<file path="src/rtl/sys_cas_loader.sv">
// ---------------------------------------------------------------------------
// sys_cas_loader
//
// Parses a SYSTEM-format CAS image arriving over the ioctl download port and
// turns it into RAM writes. The image is a run of 0x00 leader bytes, the
// magic pair A5 55, a 6-byte name, then any number of data blocks
// (3C len addrL addrH data... csum) and an optional entry trailer
// (78 entL entH). When the download ends after a complete trailer, a
// one-cycle execute_enable pulse starts the loaded program.
//
// Optional feature: define SYS_CAS_LOADER_CKSUM_EN to check every block
// checksum (8-bit sum of addrL, addrH and the data bytes). Without it the
// checksum byte is consumed unchecked and cksum_err is constant 0.
//
// Ports:
//   clock, reset            system clock, asynchronous active-high reset
//   ioctl_download          download in progress
//   ioctl_wr / ioctl_dout   byte strobe and byte
//   ioctl_index             file index; only INDEX is handled here
//   ioctl_wait              holds off the next ioctl_wr for one cycle
//   loader_wr               one-cycle RAM write strobe
//   loader_download         loader owns the RAM download path
//   loader_addr/loader_data RAM write address / data
//   execute_addr            program entry address from the trailer
//   execute_enable          one-cycle program start pulse
//   cksum_err               sticky block-checksum mismatch
//   fmt_err                 sticky format error
// ---------------------------------------------------------------------------
module sys_cas_loader #(
    parameter logic [7:0] INDEX = 8'd1
) (
    input  logic        clock,
    input  logic        reset,
    input  logic        ioctl_download,
    input  logic        ioctl_wr,
    input  logic [7:0]  ioctl_dout,
    input  logic [7:0]  ioctl_index,
    output logic        ioctl_wait,
    output logic        loader_wr,
    output logic        loader_download,
    output logic [15:0] loader_addr,
    output logic [7:0]  loader_data,
    output logic [15:0] execute_addr,
    output logic        execute_enable,
    output logic        cksum_err,
    output logic        fmt_err
);

    typedef enum logic [3:0] {
        IDLE, LEADER, MAGIC, NAME, BTYPE, LEN, ADDRL,
        ADDRH, DATA, CSUM, ENTL, ENTH, DONE, ERR
    } state_t;

    state_t     state;
    state_t     next_state;
    logic       active;
    logic       armed;
    logic       rise;
    logic       fall;
    logic       accept;
    logic       entry_seen;
    logic [2:0] name_cnt;
    logic [8:0] blk_cnt;

    assign active = ioctl_download && (ioctl_index == INDEX);

    // loader_download is the registered session flag, so it doubles as the
    // previous value of active for edge detection. "armed" only becomes set
    // once active has been seen low, so a reset in the middle of a download
    // does not treat the still-high download as a new rising edge.
    assign rise   = active && armed && !loader_download;
    assign fall   = loader_download && !active;
    assign accept = ioctl_wr && active && loader_download;

    // State register
    always_ff @(posedge clock or posedge reset) begin
        if (reset) begin
            state <= IDLE;
        end else begin
            state <= next_state;
        end
    end

    // Next-state decode; the falling edge of the session wins over any byte
    always_comb begin
        next_state = state;
        if (fall) begin
            next_state = IDLE;
        end else if (state == IDLE) begin
            if (rise) begin
                next_state = LEADER;
            end
        end else if (accept) begin
            case (state)
                LEADER: begin
                    if (ioctl_dout == 8'hA5) begin
                        next_state = MAGIC;
                    end else if (ioctl_dout != 8'h00) begin
                        next_state = ERR;
                    end
                end
                MAGIC:  next_state = (ioctl_dout == 8'h55) ? NAME : ERR;
                NAME: begin
                    if (name_cnt == 3'd5) begin
                        next_state = BTYPE;
                    end
                end
                BTYPE: begin
                    if (ioctl_dout == 8'h3C) begin
                        next_state = LEN;
                    end else if (ioctl_dout == 8'h78) begin
                        next_state = ENTL;
                    end else begin
                        next_state = ERR;
                    end
                end
                LEN:    next_state = ADDRL;
                ADDRL:  next_state = ADDRH;
                ADDRH:  next_state = DATA;
                DATA: begin
                    if (blk_cnt == 9'd1) begin
                        next_state = CSUM;
                    end
                end
                CSUM:   next_state = BTYPE;
                ENTL:   next_state = ENTH;
                ENTH:   next_state = DONE;
                default: next_state = state;
            endcase
        end
    end

    // Datapath: session tracking, handshake, RAM write port and trailer.
    // loader_addr advances on the cycle the write strobe is out, so each
    // write uses the address it was loaded or incremented to beforehand.
    always_ff @(posedge clock or posedge reset) begin
        if (reset) begin
            armed           <= 1'b0;
            loader_download <= 1'b0;
            ioctl_wait      <= 1'b0;
            loader_wr       <= 1'b0;
            loader_addr     <= 16'h0000;
            loader_data     <= 8'h00;
            execute_addr    <= 16'h0000;
            execute_enable  <= 1'b0;
            entry_seen      <= 1'b0;
            fmt_err         <= 1'b0;
            name_cnt        <= 3'd0;
            blk_cnt         <= 9'd0;
        end else begin
            armed           <= armed || !active;
            loader_download <= active && armed;
            ioctl_wait      <= accept;
            loader_wr       <= accept && (state == DATA);
            execute_enable  <= fall && (state == DONE) && entry_seen;

            if (loader_wr) begin
                loader_addr <= loader_addr + 16'd1;
            end

            if (rise) begin
                fmt_err    <= 1'b0;
                entry_seen <= 1'b0;
            end

            if (accept && (state != ERR) && (next_state == ERR)) begin
                fmt_err <= 1'b1;
            end

            if (accept) begin
                case (state)
                    MAGIC: name_cnt <= 3'd0;
                    NAME:  name_cnt <= name_cnt + 3'd1;
                    LEN:   blk_cnt  <= (ioctl_dout == 8'h00) ? 9'd256 : {1'b0, ioctl_dout};
                    ADDRL: loader_addr[7:0]  <= ioctl_dout;
                    ADDRH: loader_addr[15:8] <= ioctl_dout;
                    DATA: begin
                        loader_data <= ioctl_dout;
                        blk_cnt     <= blk_cnt - 9'd1;
                    end
                    ENTL:  execute_addr[7:0] <= ioctl_dout;
                    ENTH: begin
                        execute_addr[15:8] <= ioctl_dout;
                        entry_seen         <= 1'b1;
                    end
                    default: ;
                endcase
            end
        end
    end

`ifdef SYS_CAS_LOADER_CKSUM_EN
    logic [7:0] sum;

    // Running block checksum; a mismatch is recorded but parsing continues
    always_ff @(posedge clock or posedge reset) begin
        if (reset) begin
            sum       <= 8'h00;
            cksum_err <= 1'b0;
        end else begin
            if (rise) begin
                cksum_err <= 1'b0;
            end
            if (accept) begin
                case (state)
                    ADDRL:       sum <= ioctl_dout;
                    ADDRH, DATA: sum <= sum + ioctl_dout;
                    CSUM: begin
                        if (ioctl_dout != sum) begin
                            cksum_err <= 1'b1;
                        end
                    end
                    default: ;
                endcase
            end
        end
    end
`else
    assign cksum_err = 1'b0;
`endif

endmodule
</file>
<file path="config.mk">
export PLATFORM = sky130hd
export DESIGN_NAME = sys_cas_loader
export DESIGN_NICKNAME = d
export VERILOG_FILES = /design/src/rtl/sys_cas_loader.sv
export SDC_FILE = /design/constraint.sdc
export NUM_CORES = 1
export LEC_CHECK = 0
export ABC_AREA = 1
export BUFFER_PORTS_ARGS = -buffer_cell sky130_fd_sc_hd__clkbuf_2
export CAP_MARGIN = 40
export CORE_UTILIZATION = 35
export CTS_BUF_LIST = sky130_fd_sc_hd__clkbuf_16
export CTS_CLUSTER_SIZE = 8
export DETAILED_ROUTE_END_ITERATION = 10
export PLACE_DENSITY_LB_ADDON = 0.1
export SLEW_MARGIN = 25
export SYNTH_ARGS = -nofsm -noshare
export SYNTH_HDL_FRONTEND = slang
export SYNTH_SLANG_ARGS = --single-unit
</file>
<file path="constraint.sdc">
create_clock -name clock -period 2.5 [get_ports clock]
set_input_delay 0.25 -clock clock [delete_from_list [all_inputs] [get_ports clock]]
set_output_delay 0.25 -clock clock [all_outputs]
set_load 0.005 [all_outputs]
</file>
==> flow_summary.toml <==
[synthesis]
netlist_instances = 479
postSynth.topFlopCell = "sky130_fd_sc_hd__dfrtp_1"
synth_area_leader_cell = "sky130_fd_sc_hd__dfrtp_1"
synth_edf_count = 0
synth_most_common_cell = "sky130_fd_sc_hd__nand2_1"
synth_seq_cells = 63
synthesis.area_per_instance_um2 = 7.361
synth_seq_area_share = 0.4471
synthDistinctLibCells = 32
post-synth-top-area-fraction = 0.4471
synthTopCellsByArea = "sky130_fd_sc_hd__dfrtp_1 45%, sky130_fd_sc_hd__nand2_1 13%, sky130_fd_sc_hd__nor2_1 7.6%"
leading_post_synthesis_cells_by_instance_count = "121 x sky130_fd_sc_hd__nand2_1, 71 x sky130_fd_sc_hd__nor2_1, 63 x sky130_fd_sc_hd__dfrtp_1, 55 x sky130_fd_sc_hd__inv_1, 30 x sky130_fd_sc_hd__o21ai_0"
yosysWarningCount = 0
syn-num-nets = 504
synth_area_mm2 = 0.003526
synth-async-reset-ratio = 1.000

[drt]
vias = 3296
drt-initial-drc-count = 143
detail-route-antenna-nets = 0
wl_per_cell_um = 13.56
drtPass1Iterations = 4
remaining_drc_errors = 0
drt-vias-per-instance = 4.805
routed_wl_mm = 9.303

[clocking]
path_clk_slew_ns = 0.05
post_cts_repair_resize_count = 0
cts_buffers = 9
cts_htree_levels = 3
cts_post_setup_buffers_inserted = 0
cts_tree = "yes"
clockRootBuffer = "sky130_fd_sc_hd__clkbuf_16"
cts_hold_buf = 0
clock_latency_ns = 0.33
cts_num_sinks = 63
cts_buffer_depth = 2

[hold_path]
worstHoldPathType = "in -> reg"

[critical_path]
critical_path.n_buffers_inverters = 0
critPathRequiredTime_ns = 2.71
timing.critical_path.from_type = "flip-flop"
peak_per_stage_delay_on_the_critical_path_ns = 0.50
timing.critical_path.cells = "nor2_2 > nand2_4 > a21oi_2 > nand2_1 > nor3_1 > a21oi_1"
path_class = "reg -> reg"
crit_family = "simple AND/OR/NAND/NOR gates"
cp_data_arrival_time_ns = 2.04
slowest_stage = "sky130_fd_sc_hd__dfrtp_1"
setup.worst_path.end_class = "flip-flop"
crit_fanout = 11

[sta]
period_needed_ns = 1.832
max_clock_freq_mhz = 545.8
final_worst_hold_slack_ns = 0.2322
clock-skew-final_ns = 0.005995
grt_setup_unrepaired = "no"
tightestPinTransition_ns = 0.5451
timing.final.max_slew_violations = 0
finalHoldViolations = 0
slew_headroom = 0.6356
timing.final.crit_share = 0.7329
fin_tns_setup_ns = 0
setup_viol_count_final = 0

[die]
design.portCount = 66
floorplan.die_area_mm2 = 0.01048
die_y_um = 102.4
chipWidth_um = 102.4
number_of_standard_cell_rows_in_the_floorplan = 36
core_region_area_mm2 = 0.009774
floorplan.initialDensity = 0.3607

[finish]
diodes = 0
nets = 573
fillCellCount = 1041
final_layout_size_suffix_gt1_frac = 0.2007
syn2layout_area_growth_pct = 21.86
finalCoreUtilization = 0.4396

[place]
estimated_wirelength_of_the_detail_placed_design_mm = 6.752
portBuffers = 64
globalplace.congestion = 0.8893

[pwr]
power_leakage_nw = 2.186
vdd_drop_max_mv = 0.2755
powerDensity_mw_per_mm2 = 548.8

[global_route]
grt_first_pass_wirelength_mm = 14.76
grtUsageTotal = 0.1878
grt_max_degree = 64
grt_overflow = 0
number_of_antenna_violations_at_the_first_check_in_global_routing = 0
grt_pass1_vias = 2882

[run]
drv_cap = 0

[status]
status = "completed"
## report_power, final
group | switching (mW) | leakage (nW) | internal, mW
Clock | 0.455 | 0.146 | 0.763
Sequential | 0.00422 | 0.776 | 1.02
Combinational | 0.0817 | 1.26 | 0.0324
Total | 0.541 | 2.19 | 1.82
## stage by stage
stage                     area (um2)  power [mW]  std cells  worst slack, ns
final                           4297       2.358        686           0.6677
after global routing            4297       2.456        686           0.4724
after CTS                       4259       2.388        684           0.6693
after detailed placement        3969       1.153        668           0.6610
after global placement          3969       1.153        668           0.6777
after floorplan                 3526       1.104        479           0.6803
## per-layer routing
metal | track usage | wire [um] | up-vias
li1 | - | - | 1655
met1 | 0.2628 | 4482 | 1536
met2 | 0.2922 | 4241 | 99
met3 | 0.04720 | 502 | 6
met4 | 0.04286 | 77 | 0
met5 | 0 | 0 | -
## cells in the final DEF (no fill, tap or decap), drive strengths merged, types with 2 or more instances in the layout
master  Yosys  routed
o211ai      3       3
a31oi       4       4
o22ai       3       3
nand2     126     126
clkinv      0       4
dfrtp      63      63
nor3        4       4
a21oi      21      21
xor2        7       7
buf         8       2
xnor2       6       6
inv        64      65
nand4       7       7
clkbuf      1      73
nor2       82      82
a22oi       2       2
nand3      28      28
o21ai      40      40
ha          5       5
## tightest hold or removal path, stage by stage
cell	delay (ns)
sky130_fd_sc_hd__clkbuf_2	0.08
sky130_fd_sc_hd__nand2_1	0.11
sky130_fd_sc_hd__nor2_4	0.07
## layout make-up
type	count	area, um2	share of cell area
multi-input combinational	343	1658	0.3858
clock inverter	7	65.06	0.01514
timing repair buffer	67	365.4	0.08503
tap	133	166.4	0.03873
clock buffer	9	225.2	0.05242
inverter	64	240.2	0.05591
sequential	63	1577	0.3669
## final timing paths
| kind | from | to | slack, ns | depth (start not counted) |
|---|---|---|---|---|
| worst max-delay path | state[0]$_DFF_PP0_ | blk_cnt[6]$_DFFE_PP0P_ | 0.67 | 6 |
| worst min-delay path | ioctl_wr | ioctl_wait$_DFF_PP0_ | 0.23 | 3 |
| worst max register to register | state[0]$_DFF_PP0_ | blk_cnt[6]$_DFFE_PP0P_ | 0.67 | 6 |
| worst min register to register | armed$_DFF_PP0_ | armed$_DFF_PP0_ | 0.48 | 2 |
| max in group asynchronous | reset | blk_cnt[1]$_DFFE_PP0P_ | 1.51 | 5 |
| min in group asynchronous | reset | name_cnt[1]$_DFFE_PP0P_ | 0.48 | 4 |
## flip-flops by register name, indices dropped and copies added (netlist names)
signal	count
entry_seen	1
blk_cnt	9
name_cnt	3
loader_addr	16
fmt_err	1
loader_download	1
state	4
execute_enable	1
loader_data	8
ioctl_wait	1
loader_wr	1
execute_addr	16
armed	1
## logic make-up after synthesis
family	synth area share
adder cells (fa/ha/maj)	0.01774
XOR/XNOR	0.03229
flip-flops	0.4471
AND/OR/NAND/NOR	0.3052
other	0.001064
AO/OA/AOI/OAI	0.1139
buffers and inverters	0.08268
(Power assumes the default switching activity.)
